File: config.mk
export PLATFORM = sky130hd
export DESIGN_NAME = hazard_mc_unit
export DESIGN_NICKNAME = d
export VERILOG_FILES = /design/src/rtl/hazard_pkg.sv /design/src/rtl/hazard_mc_unit_mdu_stall_fsm.sv /design/src/rtl/hazard_mc_unit.sv
export SDC_FILE = /design/constraint.sdc
export NUM_CORES = 1
export LEC_CHECK = 0
export BUFFER_PORTS_ARGS = -buffer_cell sky130_fd_sc_hd__buf_2
export CORE_UTILIZATION = 25
export CTS_BUF_LIST = sky130_fd_sc_hd__clkbuf_8
export CTS_CLUSTER_DIAMETER = 60
export DETAILED_ROUTE_END_ITERATION = 6
export HOLD_SLACK_MARGIN = 0.03
export SLEW_MARGIN = 25
export SYNTH_ARGS = -nofsm -noshare
export SYNTH_HDL_FRONTEND = slang
export SYNTH_SLANG_ARGS = --single-unit
File: constraint.sdc
create_clock -name clk -period 2.7 [get_ports clk]
set_input_delay 0.27 -clock clk [delete_from_list [all_inputs] [get_ports clk]]
set_output_delay 0.27 -clock clk [all_outputs]
set_load 0.01 [all_outputs]
File: src/rtl/hazard_pkg.sv
// Shared encodings for the hazard unit: forwarding mux selects and MDU FSM states.
package hazard_pkg;

  localparam logic [1:0] FWD_RF = 2'b00;
  localparam logic [1:0] FWD_W  = 2'b01;
  localparam logic [1:0] FWD_M  = 2'b10;

  typedef enum logic [1:0] {
    IDLE = 2'd0,
    BUSY = 2'd1,
    DONE = 2'd2
  } mdu_state_t;

endpackage

File: src/rtl/hazard_mc_unit_mdu_stall_fsm.sv
// Multi-cycle MDU stall sequencer: stalls the front of the pipe for MDU_LAT cycles,
// then spends one DONE cycle in E while the result is valid.
module mdu_stall_fsm
  import hazard_pkg::*;
#(
  parameter int MDU_LAT = 4
) (
  input  logic clk,
  input  logic reset,
  input  logic MduStartE,
  output logic mduStall,
  output logic MduBusy,
  output logic MduDoneE
);

  // The IDLE start cycle is the first stall cycle, so BUSY only counts MDU_LAT-1 more.
  localparam logic [7:0] CNT_INIT = 8'(MDU_LAT - 2);

  mdu_state_t stateReg;
  logic [7:0] cntReg;
  logic       busyReg;
  logic       doneReg;

  always_ff @(posedge clk) begin
    if (reset) begin
      stateReg <= IDLE;
      cntReg   <= 8'd0;
      busyReg  <= 1'b0;
      doneReg  <= 1'b0;
    end else begin
      case (stateReg)
        IDLE: begin
          if (MduStartE) begin
            stateReg <= BUSY;
            cntReg   <= CNT_INIT;
            busyReg  <= 1'b1;
          end
          doneReg <= 1'b0;
        end
        BUSY: begin
          if (cntReg == 8'd0) begin
            stateReg <= DONE;
            doneReg  <= 1'b1;
          end else begin
            cntReg <= cntReg - 8'd1;
          end
        end
        DONE: begin
          // The finishing op is still in E here, so its start request must not retrigger.
          stateReg <= IDLE;
          busyReg  <= 1'b0;
          doneReg  <= 1'b0;
        end
        default: begin
          stateReg <= IDLE;
          busyReg  <= 1'b0;
          doneReg  <= 1'b0;
        end
      endcase
    end
  end

  assign mduStall = !reset && (((stateReg == IDLE) && MduStartE) || (stateReg == BUSY));
  assign MduBusy  = busyReg && !reset;
  assign MduDoneE = doneReg && !reset;

endmodule

File: src/rtl/hazard_mc_unit.sv
// Pipeline hazard unit: E-stage forwarding, load-use stall, branch flush,
// multi-cycle MDU stall and a saturating stall-cycle counter.
module hazard_mc_unit
  import hazard_pkg::*;
#(
  parameter int REG_W   = 5,
  parameter int MDU_LAT = 4,
  parameter int PERF_W  = 32
) (
  input  logic              clk,
  input  logic              reset,
  input  logic              PCSrcE,
  input  logic              ResultSrcEb0,
  input  logic              MduStartE,
  input  logic              RegWriteM,
  input  logic              RegWriteW,
  input  logic [REG_W-1:0]  Rs1D,
  input  logic [REG_W-1:0]  Rs2D,
  input  logic [REG_W-1:0]  Rs1E,
  input  logic [REG_W-1:0]  Rs2E,
  input  logic [REG_W-1:0]  RdE,
  input  logic [REG_W-1:0]  RdM,
  input  logic [REG_W-1:0]  RdW,
  output logic [1:0]        ForwardAE,
  output logic [1:0]        ForwardBE,
  output logic              StallF,
  output logic              StallD,
  output logic              StallE,
  output logic              FlushD,
  output logic              FlushE,
  output logic              FlushM,
  output logic              MduBusy,
  output logic              MduDoneE,
  output logic [PERF_W-1:0] StallCycles
);

  localparam logic [PERF_W-1:0] PERF_MAX = {PERF_W{1'b1}};

  logic              mduStall;
  logic              lwStall;
  logic [PERF_W-1:0] stallCyclesReg;

  // M is younger than W, so its value wins when both target the same register; x0 never forwards.
  function automatic logic [1:0] fwdSel(input logic [REG_W-1:0] rs, input logic rst);
    if (rst || rs == '0)
      return FWD_RF;
    else if (RegWriteM && RdM == rs)
      return FWD_M;
    else if (RegWriteW && RdW == rs)
      return FWD_W;
    else
      return FWD_RF;
  endfunction

  assign ForwardAE = fwdSel(Rs1E, reset);
  assign ForwardBE = fwdSel(Rs2E, reset);

  mdu_stall_fsm #(
    .MDU_LAT (MDU_LAT)
  ) u_mdu_fsm (
    .clk       (clk),
    .reset     (reset),
    .MduStartE (MduStartE),
    .mduStall  (mduStall),
    .MduBusy   (MduBusy),
    .MduDoneE  (MduDoneE)
  );

  assign lwStall = !reset && ResultSrcEb0 && (RdE != '0) && ((Rs1D == RdE) || (Rs2D == RdE));

  // An MDU stall freezes E, so a coincident load-use bubble or redirect must not clear it.
  assign StallE = mduStall;
  assign StallF = mduStall || lwStall;
  assign StallD = mduStall || lwStall;
  assign FlushM = reset || mduStall;
  assign FlushE = reset || ((lwStall || PCSrcE) && !mduStall);
  assign FlushD = reset || (PCSrcE && !mduStall);

  always_ff @(posedge clk) begin
    if (reset)
      stallCyclesReg <= '0;
    else if (StallF && stallCyclesReg != PERF_MAX)
      stallCyclesReg <= stallCyclesReg + PERF_W'(1);
  end

  assign StallCycles = stallCyclesReg;

endmodule

After elaboration in Yosys (flattened, before gate mapping). Cells that the tools add are included.

Register bits after elaboration: 44. Input bits: 42. Output and inout bits: 44. Logic and storage cells: 68.

Add/sub/neg operators: 2. Eq/ne operators: 11. Muxes and demuxes: 14. Bitwise operators: 1. Reduce and logical (&&, ||, !) cells: 35.

Operators with widths (count): 32-bit by 1-bit adder with 32-bit output (second input constant) (1); 32-bit != test (second input constant) (1); 5-bit equality test (6); 8-bit 2-to-1 mux (2); 8-bit one-hot mux with 2 select lines (1); 1-bit logical AND (14); 2-bit 2-to-1 mux (6); 5-bit zero test (2); 1-bit logical OR (9); 8-bit zero test (1); 8-bit by 1-bit subtractor with 8-bit output (second input constant) (1); 5-bit nonzero test (1); 2-bit != test (second input constant) (2); 2-bit one-hot mux with 2 select lines (1); 2-bit AND reduction (2); 1-bit 2-to-1 mux (3); 3-bit AND reduction (1); 2-bit by 1-bit equality test with 1-bit output (second input constant) (1); 1-bit zero test (2); 2-bit zero test (1); 2-bit by 1-bit != test with 1-bit output (second input constant) (1); 1-bit one-hot mux with 2 select lines (1); 2-bit nonzero test (1); 2-bit OR reduction (1); 1-bit NOT (1).

Longest topological paths before layout.
Depth in word-level cells: 7. Depth in mapped cells: 11. Depth with buffers taken out: 8.

Cells and area by module. Synthesis repeated with hierarchy kept, for this count alone.

Cells, all modules: 354. Area total of the unflattened synthesis: 3002.9 um^2.

By module, submodules not included: hazard_mc_unit (instances 1, cells each 288, area each 2402.3 um^2, seq. area each 640.6 um^2); mdu_stall_fsm (instances 1, cells each 66, area each 600.6 um^2, seq. area each 240.2 um^2).

Worst setup path before layout. Ideal clock, no wire load.

Kind: reg-to-output. Start: reg u_mdu_fsm.stateReg[0]. End: out StallF. Arrival time: 1709 ps. Required time: 2430 ps. Slack: 721 ps. Stages on the path, launching flop included: 10. Buffers on the path: 4. Path through: dfxtp_1 -> buf_2 -> o21ai_2 -> inv_1 -> a21o_2 -> o21ai_1 -> buf_2 -> buf_2 -> inv_1 -> buf_4.

Longest elaborated chain between the ends: 5. Elaborated cells between the ends (all ways): 6. Those cells by class: eq/ne: 1; reduce/logical: 5.

Ends and longest elaborated chain: from (decl) (RTL line hazard_mc_unit_mdu_stall_fsm.sv:19) `mdu_state_t stateReg;`; from (signal assigned) (RTL line hazard_mc_unit_mdu_stall_fsm.sv:26) `stateReg <= IDLE;`; from (signal assigned) (RTL line hazard_mc_unit_mdu_stall_fsm.sv:34) `stateReg <= BUSY;`; from (signal assigned) (RTL line hazard_mc_unit_mdu_stall_fsm.sv:42) `stateReg <= DONE;`; 2-bit zero test (RTL line hazard_mc_unit_mdu_stall_fsm.sv:63) `assign mduStall = !reset && (((stateReg == IDLE) && MduStartE) || (stateReg == BUSY));`; 1-bit logical AND (RTL line hazard_mc_unit_mdu_stall_fsm.sv:63); 1-bit logical OR (*) (RTL line hazard_mc_unit_mdu_stall_fsm.sv:63); 1-bit logical AND (*) (RTL line hazard_mc_unit_mdu_stall_fsm.sv:63); net StallE (RTL line hazard_mc_unit.sv:28) `output logic StallE,`; 1-bit logical OR (*); to (decl) (RTL line hazard_mc_unit.sv:26) `output logic StallF,`.

Mark *: on every way through the listed nets, which the timed path passes. The rest lies on a longest branch.

Final worst setup path.
Start: reg u_mdu_fsm.stateReg[1]. End: out StallD.

Longest elaborated chain between the ends: 5. Elaborated cells between the ends (all ways): 6. Those cells by class: eq/ne: 1; reduce/logical: 5.

Ends and longest elaborated chain: 2-bit zero test (RTL line hazard_mc_unit_mdu_stall_fsm.sv:63); 1-bit logical AND (RTL line hazard_mc_unit_mdu_stall_fsm.sv:63); 1-bit logical OR (*) (RTL line hazard_mc_unit_mdu_stall_fsm.sv:63); 1-bit logical AND (*) (RTL line hazard_mc_unit_mdu_stall_fsm.sv:63); 1-bit logical OR (*) (RTL line hazard_mc_unit.sv:74) `assign StallD = mduStall || lwStall;`; to (decl) (RTL line hazard_mc_unit.sv:27) `output logic StallD,`.

Every way passes the cells marked *; elsewhere a longest branch is shown, timed or not.

==> impl_metrics.csv <==
group,metric,value,unit
outcome,outcome,"complete, no violations",
critical_path,cpPeakStageDelay,480,ps
floorplan,core,10800,sq um
cells_and_area,diodes,0,
critical_path,r2r_end,"StallCycles[9]",
floorplan,die_h,107,um
floorplan,dieArea,11500,sq um
synth,synth_cell_types,59,
critical_path,cp_max_fo,11,
synth,ys.flop_type,"dfxtp_1",
synth,synthCells,339,
power,total_power,1.92,mW
clock_network,cts_buffer_depth,2,
timing,setup_slack,335,ps
cells_and_area,final_area,3390,sq um
cells_and_area,regArea,881,sq um
timing,post-route-period-util,87.6,%
worst_hold_path,holdCritStartpoint,"reset",
cells_and_area,drive_gt1_share,28.2,%
cells_and_area,area_delta_synth_final,22.1,%
timing,finalHoldViolations,0,
critical_path,crit_slowest_cell,"dfxtp_1",
critical_path,startpoint,"u_mdu_fsm.stateReg[1]",
worst_hold_path,min_to,"u_mdu_fsm.cntReg[1]",
floorplan,die_w,107,um
detailed_routing,vias,2772,
synth,synth_edf_count,0,
detailed_routing,drc,0,
synth,ys_seq_area_share,31.8,%
critical_path,r2r_slack,410,ps
synth,synth_common_cells,"44 x dfxtp_1, 27 x a21oi_1, 23 x nor2_1",
critical_path,crit_family,"compound AO/OA/AOI/OAI gates",
power,p_leak,1.33,nW
critical_path,worstPathRequired,2430,ps
floorplan,pin_count,86,
global_route,antenna_found_initial,0,
floorplan,start_util,25.6,%
timing,whs,286,ps
timing,maxSlewHeadroom,48.5,%
synth,ys_top_cells_by_area,"dfxtp_1 32%, xor2_1 6.0%, xnor2_1 5.4%, a21oi_1 4.9%, nand3_1 4.0%",
clock_network,cts_max_level,2,
clock_network,cts_setup_buffers,0,
synth,yosysMostFrequentCell,"dfxtp_1",
critical_path,path_buf_inv,3,
synth,ys_seq_elements,44,
cells_and_area,fin_cells,559,
floorplan,placementRows,38,
cells_and_area,final_core_util,31.3,%
worst_hold_path,min_path_type,"input port to flop",
clock_network,cts.sinks,44,
global_route,grt_pass1_vias,2506,
timing,worst_pin_slew,770,ps
cells_and_area,fill_cells,1177,
cells_and_area,multiInputGateArea,1750,sq um
timing,slew_viol_final,0,
global_route,grt_pass1_wl,12.2,mm
synth,yosysWarningCount,0,
timing,fmax,423,MHz
synth,syn_nets,383,
critical_path,critPathArrivalTime,2100,ps
detailed_routing,totalWireLength,7.52,mm
placed_design,pre_cts_slack,377,ps
placed_design,placed_area,3290,sq um
clock_network,cts_tree,"built",
clock_network,cts_root_buf,"clkbuf_8",
detailed_routing,dr.pass1.iters,5,
timing,rsz0062_at_grt,"no",
timing,fin_setup_tns,0,ps
critical_path,r2r-start,"u_mdu_fsm.stateReg[0]",
detailed_routing,ant_nets,0,
placed_design,dp_hpwl,5.76,mm
power,power_density,567,nW/um^2
placed_design,port_buffers,85,
placed_design,dp.cells,551,
run,max-cap-violations,0,
critical_path,cp-start-kind,"flop",
timing,skew,11.0,ps
detailed_routing,drt_iter0_drc,178,
global_route,grt_max_degree,31,
critical_path,end_kind,"output port",
cells_and_area,nets,462,
timing,setup_violations,0,
synth,async_flop_share,0,%
critical_path,crit_chain,"nor2_4, o21ai_2, inv_1, a21o_2, o21ai_1, inv_1, buf_2",
timing,period_minus_slack,2370,ps
global_route,grt_overflow,0,
clock_network,cts_made_buffers,5,
synth,post-synth-top-area-cell,"dfxtp_1",
critical_path,worst-setup-path-type,"flop to output port",
detailed_routing,via_per_inst,4.96,
clock_network,cts_resized,0,
synth,synth_top_cell_area_share,31.8,%
synth,syn_avg_cell_area,8.18,sq um
global_route,track_usage,13.4,%
critical_path,rr_worst_depth,7,
worst_hold_path,hold_path_depth,2,
clock_network,path_clk_slew,90,ps
critical_path,cp_common_cell,"inv_1",
detailed_routing,wl_per_cell,13.5,um
placed_design,routabilityCongestion,0.836,
clock_network,clk_latency,300,ps
clock_network,cts_hold_buf,0,
synth,syn-cell-area,2770,sq um
power,ir_drop,0.000295,V
## metal layers
| metal | track usage (%) | wire length, um | vias to the layer above |
|---|---|---|---|
| met4 | 4.21 | 78 | 0 |
| met3 | 3.87 | 483 | 8 |
| met2 | 23.3 | 3660 | 63 |
| met5 | 0 | 0 | - |
| li1 | - | - | 1405 |
| met1 | 15.7 | 3300 | 1296 |
## cell type report
cell class / count / area share [%]
multi-input cells: 267 / 51.5
well taps: 140 / 5.17
flip-flops and latches: 44 / 26.0
clock inverters: 2 / 0.332
clock buffers: 6 / 2.44
inverters: 12 / 1.33
repair buffers: 88 / 13.2
## worst reg2reg max path, cell delays in order, from the launching register on
cell and delay, ps:
dfxtp_1 520, o21ai_2 130, inv_1 190, a21o_2 180, o21ai_1 270, buf_4 280
or4_1 500, a21oi_1 170
## state kept, by name, indices dropped and copies added, names as in the netlist
register and cells:
u_mdu_fsm.cntReg 8, u_mdu_fsm.doneReg 1, StallCycles 32, u_mdu_fsm.busyReg 1, u_mdu_fsm.stateReg 2
## power by group
part / switching (mW) / leakage (nW) / total [mW] / internal [mW]
Clock: 0.237 / 0.0486 / 0.441 / 0.205
Combinational: 0.373 / 0.925 / 0.670 / 0.297
Sequential: 0.0900 / 0.356 / 0.811 / 0.721
## layout by cell type (no fill, tap or decap), types with 6 or more instances in the layout
master	netlist	layout
buf_2	4	85
nor2_1	23	23
or4_1	7	7
nor3_1	6	6
dfxtp_1	44	44
clkbuf_8	0	6
o21ai_0	20	20
inv_1	12	13
or3_1	14	14
xor2_1	19	19
a21oi_1	27	27
xnor2_1	17	17
nand3_1	22	22
nand2_1	21	21
nor4_1	14	14
nand4_1	7	7
## cells by family (layout without fill, tap and decap cells)
kind of cell / after synthesis / in the layout / synth area share, %
simple gates: 148 / 148 / 30.8
compound gates: 78 / 78 / 18.6
flops: 44 / 44 / 31.8
xor+xnor: 36 / 36 / 11.4
buf+inv: 28 / 108 / 5.32
mux: 3 / 3 / 1.22
fa+ha+maj: 2 / 2 / 0.902
## worst max path at each step
stage                           endpoint  slack [ps]  cells past startpoint
after global placement    StallCycles[9]         450                      8
after floorplan                   StallF         720                      9
after global routing              StallD         200                      7
final                             StallD         330                      7
after CTS                         StallD         350                      7
after detailed placement  StallCycles[9]         380                      8
Note: power is estimated with default switching activity, not from simulation.
